<file path="src/rtl/pipe_pkg.sv">
// Shared types for elastic pipeline stage registers.
package pipe_pkg;

    // Occupancy view of a stage; the encoding mirrors {skid_valid, main_valid}.
    typedef enum logic [1:0] {
        EMPTY = 2'b00,
        ONE   = 2'b01,
        FULL  = 2'b11
    } stage_state_e;

    typedef struct packed {
        logic [31:0] pc_plus4;
        logic [31:0] alu_result;
        logic [31:0] read_data;
        logic        reg_write;
        logic [1:0]  result_src;
        logic [4:0]  rd;
    } mem_wb_payload_t;

    localparam int MEM_WB_PAYLOAD_W = $bits(mem_wb_payload_t);

    // Map the two valid bits onto a stage state. The orphan-skid pattern
    // cannot be reached and is treated as EMPTY.
    function automatic stage_state_e state_of(input logic main_valid, input logic skid_valid);
        stage_state_e s;
        if (main_valid && skid_valid)
            s = FULL;
        else if (main_valid)
            s = ONE;
        else
            s = EMPTY;
        return s;
    endfunction

endpackage

</file>
<file path="src/rtl/pipe_skid_reg.sv">
// Elastic pipeline stage: valid/ready handshake with a 2-entry skid buffer.
// ready_o depends on registered state only, so no combinational path runs
// from ready_i back upstream.
//
//   state | meaning
//   EMPTY | nothing held, main and skid empty
//   ONE   | main holds the head payload, skid empty
//   FULL  | main holds the head, skid holds the next payload; ready_o low
module pipe_skid_reg
    import pipe_pkg::*;
#(
    parameter int PAYLOAD_W      = MEM_WB_PAYLOAD_W,
    parameter bit CLEAR_ON_FLUSH = 1'b1
) (
    input  logic                 clk,
    input  logic                 rst_n,
    input  logic                 flush,
    input  logic                 valid_i,
    output logic                 ready_o,
    input  logic [PAYLOAD_W-1:0] data_i,
    output logic                 valid_o,
    input  logic                 ready_i,
    output logic [PAYLOAD_W-1:0] data_o,
    output logic [1:0]           count_o
);

    logic                 main_valid, skid_valid;
    logic [PAYLOAD_W-1:0] main_data, skid_data;

    logic                 main_valid_n, skid_valid_n;
    logic [PAYLOAD_W-1:0] main_data_n, skid_data_n;

    stage_state_e state;
    logic         in_fire, out_fire;

    assign ready_o  = ~skid_valid;
    assign valid_o  = main_valid;
    assign data_o   = main_data;
    assign count_o  = {1'b0, main_valid} + {1'b0, skid_valid};
    assign in_fire  = valid_i & ready_o;
    assign out_fire = main_valid & ready_i;
    assign state    = state_of(main_valid, skid_valid);

    // Next-state and data-load selection; flush overrides every fire.
    always_comb begin
        main_valid_n = main_valid;
        skid_valid_n = skid_valid;
        main_data_n  = main_data;
        skid_data_n  = skid_data;

        case (state)
            EMPTY: begin
                if (in_fire) begin
                    main_data_n  = data_i;
                    main_valid_n = 1'b1;
                end
            end
            ONE: begin
                if (in_fire && out_fire) begin
                    main_data_n = data_i;
                end else if (in_fire) begin
                    skid_data_n  = data_i;
                    skid_valid_n = 1'b1;
                end else if (out_fire) begin
                    main_valid_n = 1'b0;
                end
            end
            FULL: begin
                if (out_fire) begin
                    main_data_n  = skid_data;
                    skid_valid_n = 1'b0;
                end
            end
            default: begin
                main_valid_n = 1'b0;
                skid_valid_n = 1'b0;
            end
        endcase

        if (flush) begin
            main_valid_n = 1'b0;
            skid_valid_n = 1'b0;
            if (CLEAR_ON_FLUSH) begin
                main_data_n = '0;
                skid_data_n = '0;
            end else begin
                main_data_n = main_data;
                skid_data_n = skid_data;
            end
        end
    end

    // Stage storage; reset discards both entries and zeroes the payloads.
    always_ff @(posedge clk or negedge rst_n) begin
        if (!rst_n) begin
            main_valid <= 1'b0;
            skid_valid <= 1'b0;
            main_data  <= '0;
            skid_data  <= '0;
        end else begin
            main_valid <= main_valid_n;
            skid_valid <= skid_valid_n;
            main_data  <= main_data_n;
            skid_data  <= skid_data_n;
        end
    end

`ifndef SYNTHESIS
    a_no_orphan_skid: assert property (@(posedge clk) disable iff (!rst_n)
        !(skid_valid && !main_valid));
`endif

endmodule

</file>
<file path="config.mk">
export PLATFORM = sky130hd
export DESIGN_NAME = pipe_skid_reg
export DESIGN_NICKNAME = d
export VERILOG_FILES = /design/src/rtl/pipe_pkg.sv /design/src/rtl/pipe_skid_reg.sv
export SDC_FILE = /design/constraint.sdc
export NUM_CORES = 1
export LEC_CHECK = 0
export CORE_ASPECT_RATIO = 1.75
export CORE_MARGIN = 5
export CORE_UTILIZATION = 40
export CTS_CLUSTER_DIAMETER = 50
export DETAILED_ROUTE_END_ITERATION = 6
export GPL_TIMING_DRIVEN = 0
export PLACE_DENSITY_LB_ADDON = 0.12
export SLEW_MARGIN = 5
export SYNTH_ARGS = -nofsm -noshare
export SYNTH_HDL_FRONTEND = slang
export SYNTH_SLANG_ARGS = --single-unit
</file>
<file path="constraint.sdc">
create_clock -name clk -period 3.3 [get_ports clk]
set_input_delay 0.66 -clock clk [delete_from_list [all_inputs] [get_ports clk]]
set_output_delay 0.66 -clock clk [all_outputs]
set_load 0.02 [all_outputs]
</file>
==> report_table.html, run 1 <==
<table>
<tr><th>Metric</th><th>Value</th></tr>
<tr><th colspan="2">Status</th></tr>
<tr><td>Run status</td><td>finished, final reports clean</td></tr>
<tr><th colspan="2">Die</th></tr>
<tr><td>Starting Density</td><td>40.4%</td></tr>
<tr><td>Row count</td><td>76</td></tr>
<tr><td>Die H</td><td>219 microns</td></tr>
<tr><td>Number of primary I/O pins</td><td>217</td></tr>
<tr><td>Die Outline Area</td><td>28300 sq um</td></tr>
<tr><td>Core area</td><td>24600 sq um</td></tr>
<tr><td>Chip Width</td><td>129 microns</td></tr>
<tr><th colspan="2">Yosys</th></tr>
<tr><td>Fraction of post-synthesis cell area in the top cell type by area</td><td>52.8%</td></tr>
<tr><td>Post-synthesis instance area</td><td>9960 sq um</td></tr>
<tr><td>Post-synthesis area per instance</td><td>10.7 sq um</td></tr>
<tr><td>Number of nets in the synthesized netlist</td><td>1047</td></tr>
<tr><td>Cell type contributing the most total cell area after synthesis</td><td>sky130_fd_sc_hd__dfrtp_1</td></tr>
<tr><td>Share of flip-flops with an asynchronous set or reset</td><td>100%</td></tr>
<tr><td>Count of flip-flops with a built-in enable after synthesis</td><td>0</td></tr>
<tr><td>Most common cell in the netlist</td><td>sky130_fd_sc_hd__nand2_1</td></tr>
<tr><td>Predominant post-synthesis flop cell</td><td>sky130_fd_sc_hd__dfrtp_1</td></tr>
<tr><td>Synth unique cells</td><td>25</td></tr>
<tr><td>Cell types occupying the most area after synthesis</td><td>sky130_fd_sc_hd__dfrtp_1, sky130_fd_sc_hd__mux2i_1, sky130_fd_sc_hd__mux2_4, sky130_fd_sc_hd__nand2_1, sky130_fd_sc_hd__a21oi_1</td></tr>
<tr><td>FF+latch count, synth</td><td>210</td></tr>
<tr><td>List of most frequent post-synthesis cells</td><td>sky130_fd_sc_hd__nand2_1, sky130_fd_sc_hd__dfrtp_1, sky130_fd_sc_hd__a21oi_1</td></tr>
<tr><td>Synthesized instance count</td><td>934</td></tr>
<tr><td>Yosys Warn Count</td><td>0</td></tr>
<tr><td>Proportion of synthesized chip area in sequential cells</td><td>52.8%</td></tr>
<tr><th colspan="2">Timing</th></tr>
<tr><td>Pins Over Slew Limit</td><td>0</td></tr>
<tr><td>Max frequency</td><td>368 MHz</td></tr>
<tr><td>Final hold viol count</td><td>0</td></tr>
<tr><td>Final clock period utilization by the worst path</td><td>82.4%</td></tr>
<tr><td>RSZ-0062 raised after global routing</td><td>no</td></tr>
<tr><td>Worst clock skew</td><td>10.3 ps</td></tr>
<tr><td>Aggregate negative setup slack</td><td>0 ps</td></tr>
<tr><td>Worst slew margin relative to its limit</td><td>42.8%</td></tr>
<tr><td>Clock period minus worst slack</td><td>2720 ps</td></tr>
<tr><td>Actual slew at the worst max-slew pin</td><td>858 ps</td></tr>
<tr><td>Number of setup violations in the final report</td><td>0</td></tr>
<tr><th colspan="2">Critical path</th></tr>
<tr><td>Sort of element at the end of the critical path</td><td>flop</td></tr>
<tr><td>Worst r2r src</td><td>valid_o$_DFFE_PN0P_</td></tr>
<tr><td>Nature of the critical path startpoint</td><td>input pin</td></tr>
<tr><td>Arrival time worst endpoint</td><td>3150 ps</td></tr>
<tr><td>Req. time, crit path</td><td>3730 ps</td></tr>
<tr><td>CP startpoint</td><td>valid_i</td></tr>
<tr><td>Category of the critical setup timing path</td><td>in2reg</td></tr>
<tr><td>Worst-path maximum fanout</td><td>10</td></tr>
<tr><th colspan="2">Drt</th></tr>
<tr><td>Via Count</td><td>7355</td></tr>
<tr><td>Wire length per cell after detailed routing</td><td>17.3 microns</td></tr>
<tr><td>Detailed Route Iter0 Violations</td><td>253</td></tr>
<tr><td>Residual antenna-violating net count after detailed routing</td><td>0</td></tr>
<tr><td>Per-cell via count in the routed design</td><td>4.89</td></tr>
<tr><td>Detailed Route WL</td><td>26.0 mm</td></tr>
<tr><td>DRT Pass-1 Iters</td><td>4</td></tr>
<tr><td>DRC violation count after routing</td><td>0</td></tr>
<tr><th colspan="2">Clock tree</th></tr>
<tr><td>Later-pin clock latency in the skew report</td><td>510 ps</td></tr>
<tr><td>Depth of the CTS H-tree</td><td>1</td></tr>
<tr><td>CTS sink cnt</td><td>210</td></tr>
<tr><td>Worst-path clk slew</td><td>60 ps</td></tr>
<tr><td>Hold-fix buffers at CTS</td><td>0</td></tr>
<tr><td>Number of buffers between clock root and the deepest sink</td><td>3</td></tr>
<tr><td>Post-CTS Setup Bufs</td><td>0</td></tr>
<tr><td>Number of resized instances in the post-cts repair step</td><td>0</td></tr>
<tr><td>Number of buffers created by CTS</td><td>23</td></tr>
<tr><td>Clock root buffer</td><td>sky130_fd_sc_hd__clkbuf_16</td></tr>
<tr><td>CTS tree</td><td>done</td></tr>
<tr><th colspan="2">Placed design</th></tr>
<tr><td>Cell count after placement</td><td>1462</td></tr>
<tr><td>Port Buffers</td><td>215</td></tr>
<tr><td>DPL Wire Length</td><td>18.5 mm</td></tr>
<tr><td>Last weighted congestion value of the routability-driven placer</td><td>0.774</td></tr>
<tr><th colspan="2">Run</th></tr>
<tr><td>Max-cap violation count</td><td>0</td></tr>
<tr><th colspan="2">Global routing</th></tr>
<tr><td>Initial antenna violation count</td><td>1</td></tr>
<tr><td>Total Routing Usage GR</td><td>18.6%</td></tr>
<tr><td>Wire length of the first global-routing pass</td><td>42.2 mm</td></tr>
<tr><td>Vias in the first global route</td><td>7752</td></tr>
<tr><td>Maximum number of pins on one net before global-route repair</td><td>107</td></tr>
<tr><td>GR Overflow Total</td><td>0</td></tr>
<tr><th colspan="2">Worst hold path</th></tr>
<tr><td>Path type of the worst min-delay path</td><td>in2async</td></tr>
<tr><th colspan="2">Pwr</th></tr>
<tr><td>Pwr per Cell Area</td><td>569 nW/um^2</td></tr>
<tr><td>Leak Pwr</td><td>5.65 nW</td></tr>
<tr><td>Worst IR drop on VDD</td><td>0.423 mV</td></tr>
<tr><th colspan="2">Cells and area</th></tr>
<tr><td>Non-filler instance count after layout</td><td>1504</td></tr>
<tr><td>Layout Area Growth over Synthesis</td><td>33.3%</td></tr>
<tr><td>Share of final-layout standard cells stronger than drive strength 1</td><td>13.7%</td></tr>
<tr><td>Nets</td><td>1288</td></tr>
</table>
cells by family after synthesis:
family                   after synthesis  share of synthesized area (%)
AND/OR/NAND/NOR                      323                           12.4
AO/OA/AOI/OAI                        113                           5.79
flip-flops                           210                           52.8
adder cells (fa/ha/maj)                4                          0.503
buffers and inverters                 76                           4.10
multiplexers                         208                           24.5
sequential cells by signal, indices dropped and copies added (netlist names):
register    flops
valid_o         1
data_o        104
skid_data     104
skid_valid      1
layout make-up:
class | instances | area (sq um)
buffer | 71 | 389
tap | 312 | 390
timing repair buffer | 216 | 2180
clock inverter | 9 | 63.8
clock buffer | 32 | 679
antenna | 1 | 2.50
inverter | 5 | 18.8
fill | 2245 | 11300
multi-input combinational | 648 | 4300
sequential | 210 | 5260
cells in the final DEF, fill, tap and decap left out, types with 2 or more instances in the layout:
master	n
sky130_fd_sc_hd__a21oi_1	107
sky130_fd_sc_hd__buf_1	15
sky130_fd_sc_hd__buf_12	5
sky130_fd_sc_hd__buf_2	8
sky130_fd_sc_hd__buf_8	3
sky130_fd_sc_hd__clkbuf_1	41
sky130_fd_sc_hd__clkbuf_16	23
sky130_fd_sc_hd__clkbuf_8	7
sky130_fd_sc_hd__clkdlybuf4s50_1	214
sky130_fd_sc_hd__clkinv_2	4
sky130_fd_sc_hd__clkinv_4	2
sky130_fd_sc_hd__clkinvlp_4	2
sky130_fd_sc_hd__dfrtp_1	210
sky130_fd_sc_hd__ha_1	4
sky130_fd_sc_hd__inv_1	5
sky130_fd_sc_hd__mux2_2	44
sky130_fd_sc_hd__mux2_4	60
sky130_fd_sc_hd__mux2i_1	104
sky130_fd_sc_hd__nand2_1	212
sky130_fd_sc_hd__nor2_1	104
sky130_fd_sc_hd__nor2b_1	2
sky130_fd_sc_hd__nor3_1	2
sky130_fd_sc_hd__o21ai_0	3
power breakdown:
| group | internal (mW) | leakage, nW | total, mW | switching (mW) |
|---|---|---|---|---|
| Combinational | 1.02 | 2.48 | 1.98 | 0.959 |
| Clock | 1.45 | 0.366 | 2.52 | 1.08 |
| Sequential | 2.88 | 2.80 | 3.05 | 0.178 |
layer usage:
metal | GRT usage (%) | routed length (microns)
met4 | 5.64 | 613
met3 | 3.77 | 1490
met5 | 0 | 0
met1 | 22.4 | 10300
met2 | 33.2 | 13600
worst max-delay path: stages:
cell and delay (ps):
sky130_fd_sc_hd__clkdlybuf4s50_1 480, sky130_fd_sc_hd__nor2b_1 250, sky130_fd_sc_hd__and3_1 190, sky130_fd_sc_hd__clkbuf_1 280, sky130_fd_sc_hd__clkbuf_1 560, sky130_fd_sc_hd__buf_1 470, sky130_fd_sc_hd__nand2_1 110, sky130_fd_sc_hd__a21oi_1 150
worst paths after layout:
kind | end | slack [ps] | cells past startpoint
worst max register to register | skid_data[73]$_DFFE_PN0P_ | 590 | 7
worst min-delay path | data_o[39]$_DFFE_PN0P_ | 160 | 1
min in group clk | data_o[46]$_DFFE_PN0P_ | 510 | 1
worst max-delay path | skid_data[73]$_DFFE_PN0P_ | 580 | 8
worst min register to register | data_o[46]$_DFFE_PN0P_ | 510 | 1
max in group asynchronous | skid_data[90]$_DFFE_PN0P_ | 2110 | 2
through the flow:
step / area [sq um] / hold slack, ps / util (%) / power [mW] / setup WS (ps)
6_report: 13300 / 157 / 53.9 / 7.56 / 582
5_1_grt: 13300 / 242 / 53.9 / 7.93 / 348
4_1_cts: 13300 / 211 / 53.9 / 7.69 / 491
3_5_place_dp: 12500 / 492 / 50.9 / 5.12 / -39.8
3_3_place_gp: 12500 / 490 / 50.8 / 5.10 / -7830
2_1_floorplan: 9960 / 364 / - / 4.20 / 947
Note: power is estimated with default switching activity, not from simulation.
==> inputs of run 2 (changes only) <==
==> constraint.sdc (replaced) <==
create_clock -name clk -period 2.6 [get_ports clk]
set_input_delay 0.52 -clock clk [delete_from_list [all_inputs] [get_ports clk]]
set_output_delay 0.52 -clock clk [all_outputs]
set_load 0.02 [all_outputs]
==> run 2 against run 1 <==
Compared with the run above: global-route usage unchanged; wire length about the same; via count increased by 0.19%; register-to-register slack got worse by 320 ps; first-iteration DRC count down 6.3%; clock skew about the same; combinational power grew 27%; sequential power rose by 27%; critical path depth decreased by 4; cell area barely moved; clock power increased by 27%; non-clock buffer count down 1; critical endpoint is now count_o[0].
==> report_table.html, run 2 (synthesis gave the netlist of run 1 again) <==
<table>
<tr><th>Metric</th><th>Value</th></tr>
<tr><th colspan="2">Status</th></tr>
<tr><td>Run status</td><td>finished, final reports clean</td></tr>
<tr><th colspan="2">Drt</th></tr>
<tr><td>DRC violation count after routing</td><td>0</td></tr>
<tr><td>Per-cell via count in the routed design</td><td>4.90</td></tr>
<tr><td>Detailed Route WL</td><td>26.0 mm</td></tr>
<tr><td>Detailed Route Iter0 Violations</td><td>237</td></tr>
<tr><td>Wire length per cell after detailed routing</td><td>17.3 microns</td></tr>
<tr><td>Residual antenna-violating net count after detailed routing</td><td>0</td></tr>
<tr><td>DRT Pass-1 Iters</td><td>6</td></tr>
<tr><td>Via Count</td><td>7369</td></tr>
<tr><th colspan="2">Clock tree</th></tr>
<tr><td>Number of buffers between clock root and the deepest sink</td><td>3</td></tr>
<tr><td>CTS tree</td><td>done</td></tr>
<tr><td>CTS sink cnt</td><td>210</td></tr>
<tr><td>Clock root buffer</td><td>sky130_fd_sc_hd__clkbuf_16</td></tr>
<tr><td>Later-pin clock latency in the skew report</td><td>510 ps</td></tr>
<tr><td>Post-CTS Setup Bufs</td><td>0</td></tr>
<tr><td>Number of buffers created by CTS</td><td>23</td></tr>
<tr><td>Hold-fix buffers at CTS</td><td>0</td></tr>
<tr><td>Depth of the CTS H-tree</td><td>1</td></tr>
<tr><td>Worst-path clk slew</td><td>60 ps</td></tr>
<tr><th colspan="2">Placed design</th></tr>
<tr><td>DPL Wire Length</td><td>18.5 mm</td></tr>
<tr><td>Last weighted congestion value of the routability-driven placer</td><td>0.774</td></tr>
<tr><td>Setup Slack @ Placement</td><td>-600 ps</td></tr>
<tr><td>Port Buffers</td><td>215</td></tr>
<tr><td>Cell count after placement</td><td>1462</td></tr>
<tr><th colspan="2">Global routing</th></tr>
<tr><td>Maximum number of pins on one net before global-route repair</td><td>107</td></tr>
<tr><td>Initial antenna violation count</td><td>1</td></tr>
<tr><td>Total Routing Usage GR</td><td>18.6%</td></tr>
<tr><td>Vias in the first global route</td><td>7752</td></tr>
<tr><td>Wire length of the first global-routing pass</td><td>42.2 mm</td></tr>
<tr><td>GR Overflow Total</td><td>0</td></tr>
<tr><th colspan="2">Critical path</th></tr>
<tr><td>Nature of the critical path startpoint</td><td>flop</td></tr>
<tr><td>Arrival time worst endpoint</td><td>1980 ps</td></tr>
<tr><td>Master of the slowest instance on the critical path</td><td>sky130_fd_sc_hd__clkdlybuf4s50_1</td></tr>
<tr><td>CP startpoint</td><td>skid_valid$_DFFE_PN0P_</td></tr>
<tr><td>Cell-by-cell listing of the critical path</td><td>inv_1 &gt; ha_1 &gt; inv_1 &gt; clkdlybuf4s50_1</td></tr>
<tr><td>Library cell appearing most often on the critical path</td><td>sky130_fd_sc_hd__inv_1</td></tr>
<tr><td>Worst stage delay on the critical path</td><td>600 ps</td></tr>
<tr><td>Worst r2r src</td><td>skid_valid$_DFFE_PN0P_</td></tr>
<tr><td>Req. time, crit path</td><td>2080 ps</td></tr>
<tr><td>Worst-path maximum fanout</td><td>7</td></tr>
<tr><td>Category of the critical setup timing path</td><td>reg2out</td></tr>
<tr><td>Sort of element at the end of the critical path</td><td>primary output</td></tr>
<tr><th colspan="2">Timing</th></tr>
<tr><td>Worst slack on hold paths</td><td>13.8 ps</td></tr>
<tr><td>Clock period minus worst slack</td><td>2500 ps</td></tr>
<tr><td>RSZ-0062 raised after global routing</td><td>no</td></tr>
<tr><td>Final clock period utilization by the worst path</td><td>96.1%</td></tr>
<tr><td>Max frequency</td><td>400 MHz</td></tr>
<tr><td>Final hold viol count</td><td>0</td></tr>
<tr><td>Actual slew at the worst max-slew pin</td><td>888 ps</td></tr>
<tr><td>Pins Over Slew Limit</td><td>0</td></tr>
<tr><td>Least setup slack across all paths after layout</td><td>100 ps</td></tr>
<tr><td>Number of setup violations in the final report</td><td>0</td></tr>
<tr><td>Worst slew margin relative to its limit</td><td>40.6%</td></tr>
<tr><td>Worst clock skew</td><td>10.5 ps</td></tr>
<tr><th colspan="2">Die</th></tr>
<tr><td>Row count</td><td>76</td></tr>
<tr><td>Starting Density</td><td>40.4%</td></tr>
<tr><td>Number of primary I/O pins</td><td>217</td></tr>
<tr><td>Die H</td><td>219 microns</td></tr>
<tr><td>Core area</td><td>24600 sq um</td></tr>
<tr><td>Die Outline Area</td><td>28300 sq um</td></tr>
<tr><td>Chip Width</td><td>129 microns</td></tr>
<tr><th colspan="2">Cells and area</th></tr>
<tr><td>Non-filler instance count after layout</td><td>1503</td></tr>
<tr><td>Most common cell after layout, fill and taps aside</td><td>sky130_fd_sc_hd__clkdlybuf4s50_1</td></tr>
<tr><td>Share of final-layout standard cells stronger than drive strength 1</td><td>14.5%</td></tr>
<tr><td>Layout Area Growth over Synthesis</td><td>33.4%</td></tr>
<tr><td>Nets</td><td>1287</td></tr>
<tr><td>Leading cell types in the layout, fill and taps excluded</td><td>sky130_fd_sc_hd__clkdlybuf4s50_1, sky130_fd_sc_hd__nand2_1, sky130_fd_sc_hd__dfrtp_1</td></tr>
<tr><td>Final core area utilization</td><td>54.0%</td></tr>
<tr><th colspan="2">Pwr</th></tr>
<tr><td>Pwr per Cell Area</td><td>723 nW/um^2</td></tr>
<tr><td>Leak Pwr</td><td>5.67 nW</td></tr>
<tr><td>Worst IR drop on VDD</td><td>0.537 mV</td></tr>
<tr><th colspan="2">Run</th></tr>
<tr><td>Max-cap violation count</td><td>0</td></tr>
<tr><th colspan="2">Worst hold path</th></tr>
<tr><td>Path type of the worst min-delay path</td><td>in2async</td></tr>
</table>
[run 2: final timing paths]
path | end | cells past startpoint | slack [ps]
setup / recovery | count_o[0] | 4 | 100
max in group asynchronous | skid_data[90]$_DFFE_PN0P_ | 2 | 1560
min in group clk | data_o[46]$_DFFE_PN0P_ | 1 | 510
hold reg to reg | data_o[46]$_DFFE_PN0P_ | 1 | 510
setup reg to reg | skid_data[87]$_DFFE_PN0P_ | 6 | 270
hold / removal | data_o[39]$_DFFE_PN0P_ | 1 | 10
[run 2: repair_timing]
| item | in CTS | in global routing |
|---|---|---|
| setup endpoints to repair | 66 | 63 |
| pin swaps | 0 | 0 |
| gates resized for setup | 2 | 9 |
[run 2: power breakdown]
| part | internal [mW] | switching [mW] |
|---|---|---|
| combinational | 1.30 | 1.22 |
| sequential | 3.65 | 0.226 |
| clock | 1.84 | 1.37 |
[run 2: critical path, delay by kind of cell, from the launching register on]
family                     cells  cell delay (ps)
buffers and inverters          3              790
DFF                            1              450
adders and majority gates      1              240
[run 2: through the flow]
stage / setup TNS, ps / area [sq um] / power (mW)
global placement: -1787650 / 12500 / 6.47
floorplan: 0 / 9960 / 5.33
CTS: 0 / 13300 / 9.76
detailed placement: -32960 / 12500 / 6.50
global route: 0 / 13300 / 10.1
finish: 0 / 13300 / 9.60
[run 2: area by class of cell]
cell class                 count  area (sq um)
antenna                        1          2.50
tap                          312           390
multi-input combinational    648          4300
fill                        2241         11300
sequential                   210          5260
clock inverter                 9          63.8
inverter                       5          18.8
buffer                        70           395
timing repair buffer         216          2180
clock buffer                  32           679
[run 2: routing by layer]
metal | routed length, microns | track usage [%] | vias to the layer above
met5 | 0 | 0 | -
met4 | 608 | 5.64 | 0
met3 | 1500 | 3.77 | 34
met2 | 13600 | 33.2 | 159
met1 | 10300 | 22.4 | 3591
li1 | - | - | 3585
==> inputs of run 3 (changes only) <==
--- a/config.mk
+++ b/config.mk
@@ -5,11 +5,12 @@
 export SDC_FILE = /design/constraint.sdc
 export NUM_CORES = 1
 export LEC_CHECK = 0
+export CAP_MARGIN = 15
 export CORE_ASPECT_RATIO = 1.75
 export CORE_MARGIN = 5
 export CORE_UTILIZATION = 40
-export CTS_CLUSTER_DIAMETER = 50
 export DETAILED_ROUTE_END_ITERATION = 6
+export GPL_ROUTABILITY_DRIVEN = 0
 export GPL_TIMING_DRIVEN = 0
 export PLACE_DENSITY_LB_ADDON = 0.12
 export SLEW_MARGIN = 5
==> run 3 against run 2 <==
Compared with the run above: non-clock buffer count rose by 1; worst setup slack gained 4.5 ps; count of clock-buffer cells in the layout down 4; cell count is essentially flat; sequential share of layout area down 0.075 points.
==> report_table.html, run 3 (synthesis gave the netlist of run 1 again) <==
<table>
<tr><th>Metric</th><th>Value</th></tr>
<tr><th colspan="2">Critical path</th></tr>
<tr><td>Nature of the critical path startpoint</td><td>flop</td></tr>
<tr><td>Number of cells traversed by the worst register-to-register path</td><td>6</td></tr>
<tr><td>Worst-path maximum fanout</td><td>11</td></tr>
<tr><td>Category of the critical setup timing path</td><td>reg2out</td></tr>
<tr><td>Req. time, crit path</td><td>2080 ps</td></tr>
<tr><td>Sort of element at the end of the critical path</td><td>primary output</td></tr>
<tr><td>Arrival time worst endpoint</td><td>1980 ps</td></tr>
<tr><th colspan="2">Clock tree</th></tr>
<tr><td>Clock root buffer</td><td>sky130_fd_sc_hd__clkbuf_16</td></tr>
<tr><td>Post-CTS Setup Bufs</td><td>0</td></tr>
<tr><td>Depth of the CTS H-tree</td><td>1</td></tr>
<tr><td>Later-pin clock latency in the skew report</td><td>510 ps</td></tr>
<tr><td>Number of buffers between clock root and the deepest sink</td><td>3</td></tr>
<tr><td>Worst-path clk slew</td><td>60 ps</td></tr>
<tr><td>CTS tree</td><td>done</td></tr>
<tr><td>Hold-fix buffers at CTS</td><td>0</td></tr>
<tr><td>Number of resized instances in the post-cts repair step</td><td>2</td></tr>
<tr><td>Number of buffers created by CTS</td><td>22</td></tr>
<tr><td>CTS sink cnt</td><td>210</td></tr>
<tr><th colspan="2">Placed design</th></tr>
<tr><td>DPL Wire Length</td><td>18.5 mm</td></tr>
<tr><td>Area after detailed placement</td><td>12500 sq um</td></tr>
<tr><td>Setup Slack @ Placement</td><td>-600 ps</td></tr>
<tr><td>Port Buffers</td><td>215</td></tr>
<tr><th colspan="2">Pwr</th></tr>
<tr><td>Leak Pwr</td><td>5.68 nW</td></tr>
<tr><td>Worst IR drop on VDD</td><td>0.537 mV</td></tr>
<tr><td>Pwr per Cell Area</td><td>731 nW/um^2</td></tr>
<tr><th colspan="2">Global routing</th></tr>
<tr><td>Maximum number of pins on one net before global-route repair</td><td>107</td></tr>
<tr><td>Initial antenna violation count</td><td>2</td></tr>
<tr><td>Wire length of the first global-routing pass</td><td>41.9 mm</td></tr>
<tr><td>GR Overflow Total</td><td>0</td></tr>
<tr><td>Total Routing Usage GR</td><td>18.5%</td></tr>
<tr><td>Vias in the first global route</td><td>7676</td></tr>
<tr><th colspan="2">Die</th></tr>
<tr><td>Core area</td><td>24600 sq um</td></tr>
<tr><td>Row count</td><td>76</td></tr>
<tr><td>Starting Density</td><td>40.4%</td></tr>
<tr><td>Chip Width</td><td>129 microns</td></tr>
<tr><td>Die H</td><td>219 microns</td></tr>
<tr><td>Die Outline Area</td><td>28300 sq um</td></tr>
<tr><td>Number of primary I/O pins</td><td>217</td></tr>
<tr><th colspan="2">Drt</th></tr>
<tr><td>DRC violation count after routing</td><td>0</td></tr>
<tr><td>Residual antenna-violating net count after detailed routing</td><td>0</td></tr>
<tr><td>Wire length per cell after detailed routing</td><td>17.2 microns</td></tr>
<tr><td>Per-cell via count in the routed design</td><td>4.89</td></tr>
<tr><td>Detailed Route WL</td><td>25.9 mm</td></tr>
<tr><td>Detailed Route Iter0 Violations</td><td>206</td></tr>
<tr><td>DRT Pass-1 Iters</td><td>4</td></tr>
<tr><td>Via Count</td><td>7348</td></tr>
<tr><th colspan="2">Cells and area</th></tr>
<tr><td>Filler cell count in the final layout</td><td>2240</td></tr>
<tr><td>Most common cell after layout, fill and taps aside</td><td>sky130_fd_sc_hd__clkdlybuf4s50_1</td></tr>
<tr><td>Post-Layout Inst Area</td><td>13300 sq um</td></tr>
<tr><td>Layout Area Growth over Synthesis</td><td>33.7%</td></tr>
<tr><td>Leading cell types in the layout, fill and taps excluded</td><td>sky130_fd_sc_hd__clkdlybuf4s50_1, sky130_fd_sc_hd__nand2_1, sky130_fd_sc_hd__dfrtp_1</td></tr>
<tr><td>Nets</td><td>1287</td></tr>
<tr><td>Share of final-layout standard cells stronger than drive strength 1</td><td>14.5%</td></tr>
<tr><th colspan="2">Timing</th></tr>
<tr><td>Pins Over Slew Limit</td><td>0</td></tr>
<tr><td>Actual slew at the worst max-slew pin</td><td>859 ps</td></tr>
<tr><td>Final hold viol count</td><td>0</td></tr>
<tr><td>Worst slew margin relative to its limit</td><td>42.7%</td></tr>
<tr><td>Max frequency</td><td>401 MHz</td></tr>
<tr><td>Least setup slack across all paths after layout</td><td>105 ps</td></tr>
<tr><td>Final clock period utilization by the worst path</td><td>96.0%</td></tr>
<tr><td>RSZ-0062 raised after global routing</td><td>no</td></tr>
<tr><td>Number of setup violations in the final report</td><td>0</td></tr>
<tr><td>Worst clock skew</td><td>7.81 ps</td></tr>
<tr><td>Clock period minus worst slack</td><td>2500 ps</td></tr>
<tr><th colspan="2">Status</th></tr>
<tr><td>Run status</td><td>finished, final reports clean</td></tr>
<tr><th colspan="2">Worst hold path</th></tr>
<tr><td>Path type of the worst min-delay path</td><td>in2async</td></tr>
<tr><th colspan="2">Run</th></tr>
<tr><td>Max-cap violation count</td><td>0</td></tr>
</table>
run 3: cell count changes in the layout (fill, tap and decap cells not counted), sizes merged:
cell and delta:
diode +1, clkbuf -3, bufinv +3
run 3: layout make-up:
class	count	area, sq um	share of cell area, %
clock inverters	12	146	1.10
diodes	2	5.00	0.0376
repair buffers	216	2180	16.4
well taps	312	390	2.93
plain buffers	71	400	3.01
flip-flops and latches	210	5260	39.5
inverters	5	18.8	0.141
clock buffers	28	614	4.61
multi-input cells	648	4300	32.3
run 3: final timing paths:
path                                        endpoint              startpoint  slack (ps)
max                                       count_o[0]     valid_o$_DFFE_PN0P_         100
min                           data_o[39]$_DFFE_PN0P_                   rst_n          20
min reg2reg                   data_o[70]$_DFFE_PN0P_  data_o[70]$_DFFE_PN0P_         510
max reg2reg                    data_o[3]$_DFFE_PN0P_     valid_o$_DFFE_PN0P_         280
max in group asynchronous  skid_data[91]$_DFFE_PN0P_                   rst_n        1550
min in group clk              data_o[70]$_DFFE_PN0P_  data_o[70]$_DFFE_PN0P_         510
run 3: layer usage:
layer	share of wire [%]	track usage [%]
met4	2.1	5.75
met1	39	22.3
met3	5.7	3.64
met2	53	32.9
met5	0	0
run 3: through the flow:
| step | total power, mW | hold WS [ps] | TNS [ps] | cells | util [%] |
|---|---|---|---|---|---|
| final | 9.73 | 22.5 | 0 | 1504 | 54.1 |
| after global routing | 10.2 | 102 | 0 | 1504 | 54.1 |
| after CTS | 9.89 | 69.6 | 0 | 1502 | 54.0 |
| after detailed placement | 6.50 | 492 | -32960 | 1462 | 50.9 |
| after global placement | 6.47 | 490 | -1787650 | 1461 | 50.8 |
| after floorplan | 5.33 | 224 | 0 | 934 | - |
run 3: power breakdown:
group / switching (mW) / internal (mW) / total [mW]
combinational: 1.21 / 1.30 / 2.52
sequential: 0.225 / 3.65 / 3.88
clock: 1.36 / 1.98 / 3.34
run 3: critical path, stage by stage, from the launching register on:
cell	delay [ps]
sky130_fd_sc_hd__dfrtp_2	480
sky130_fd_sc_hd__ha_1	320
sky130_fd_sc_hd__inv_1	70
sky130_fd_sc_hd__clkdlybuf4s50_1	600
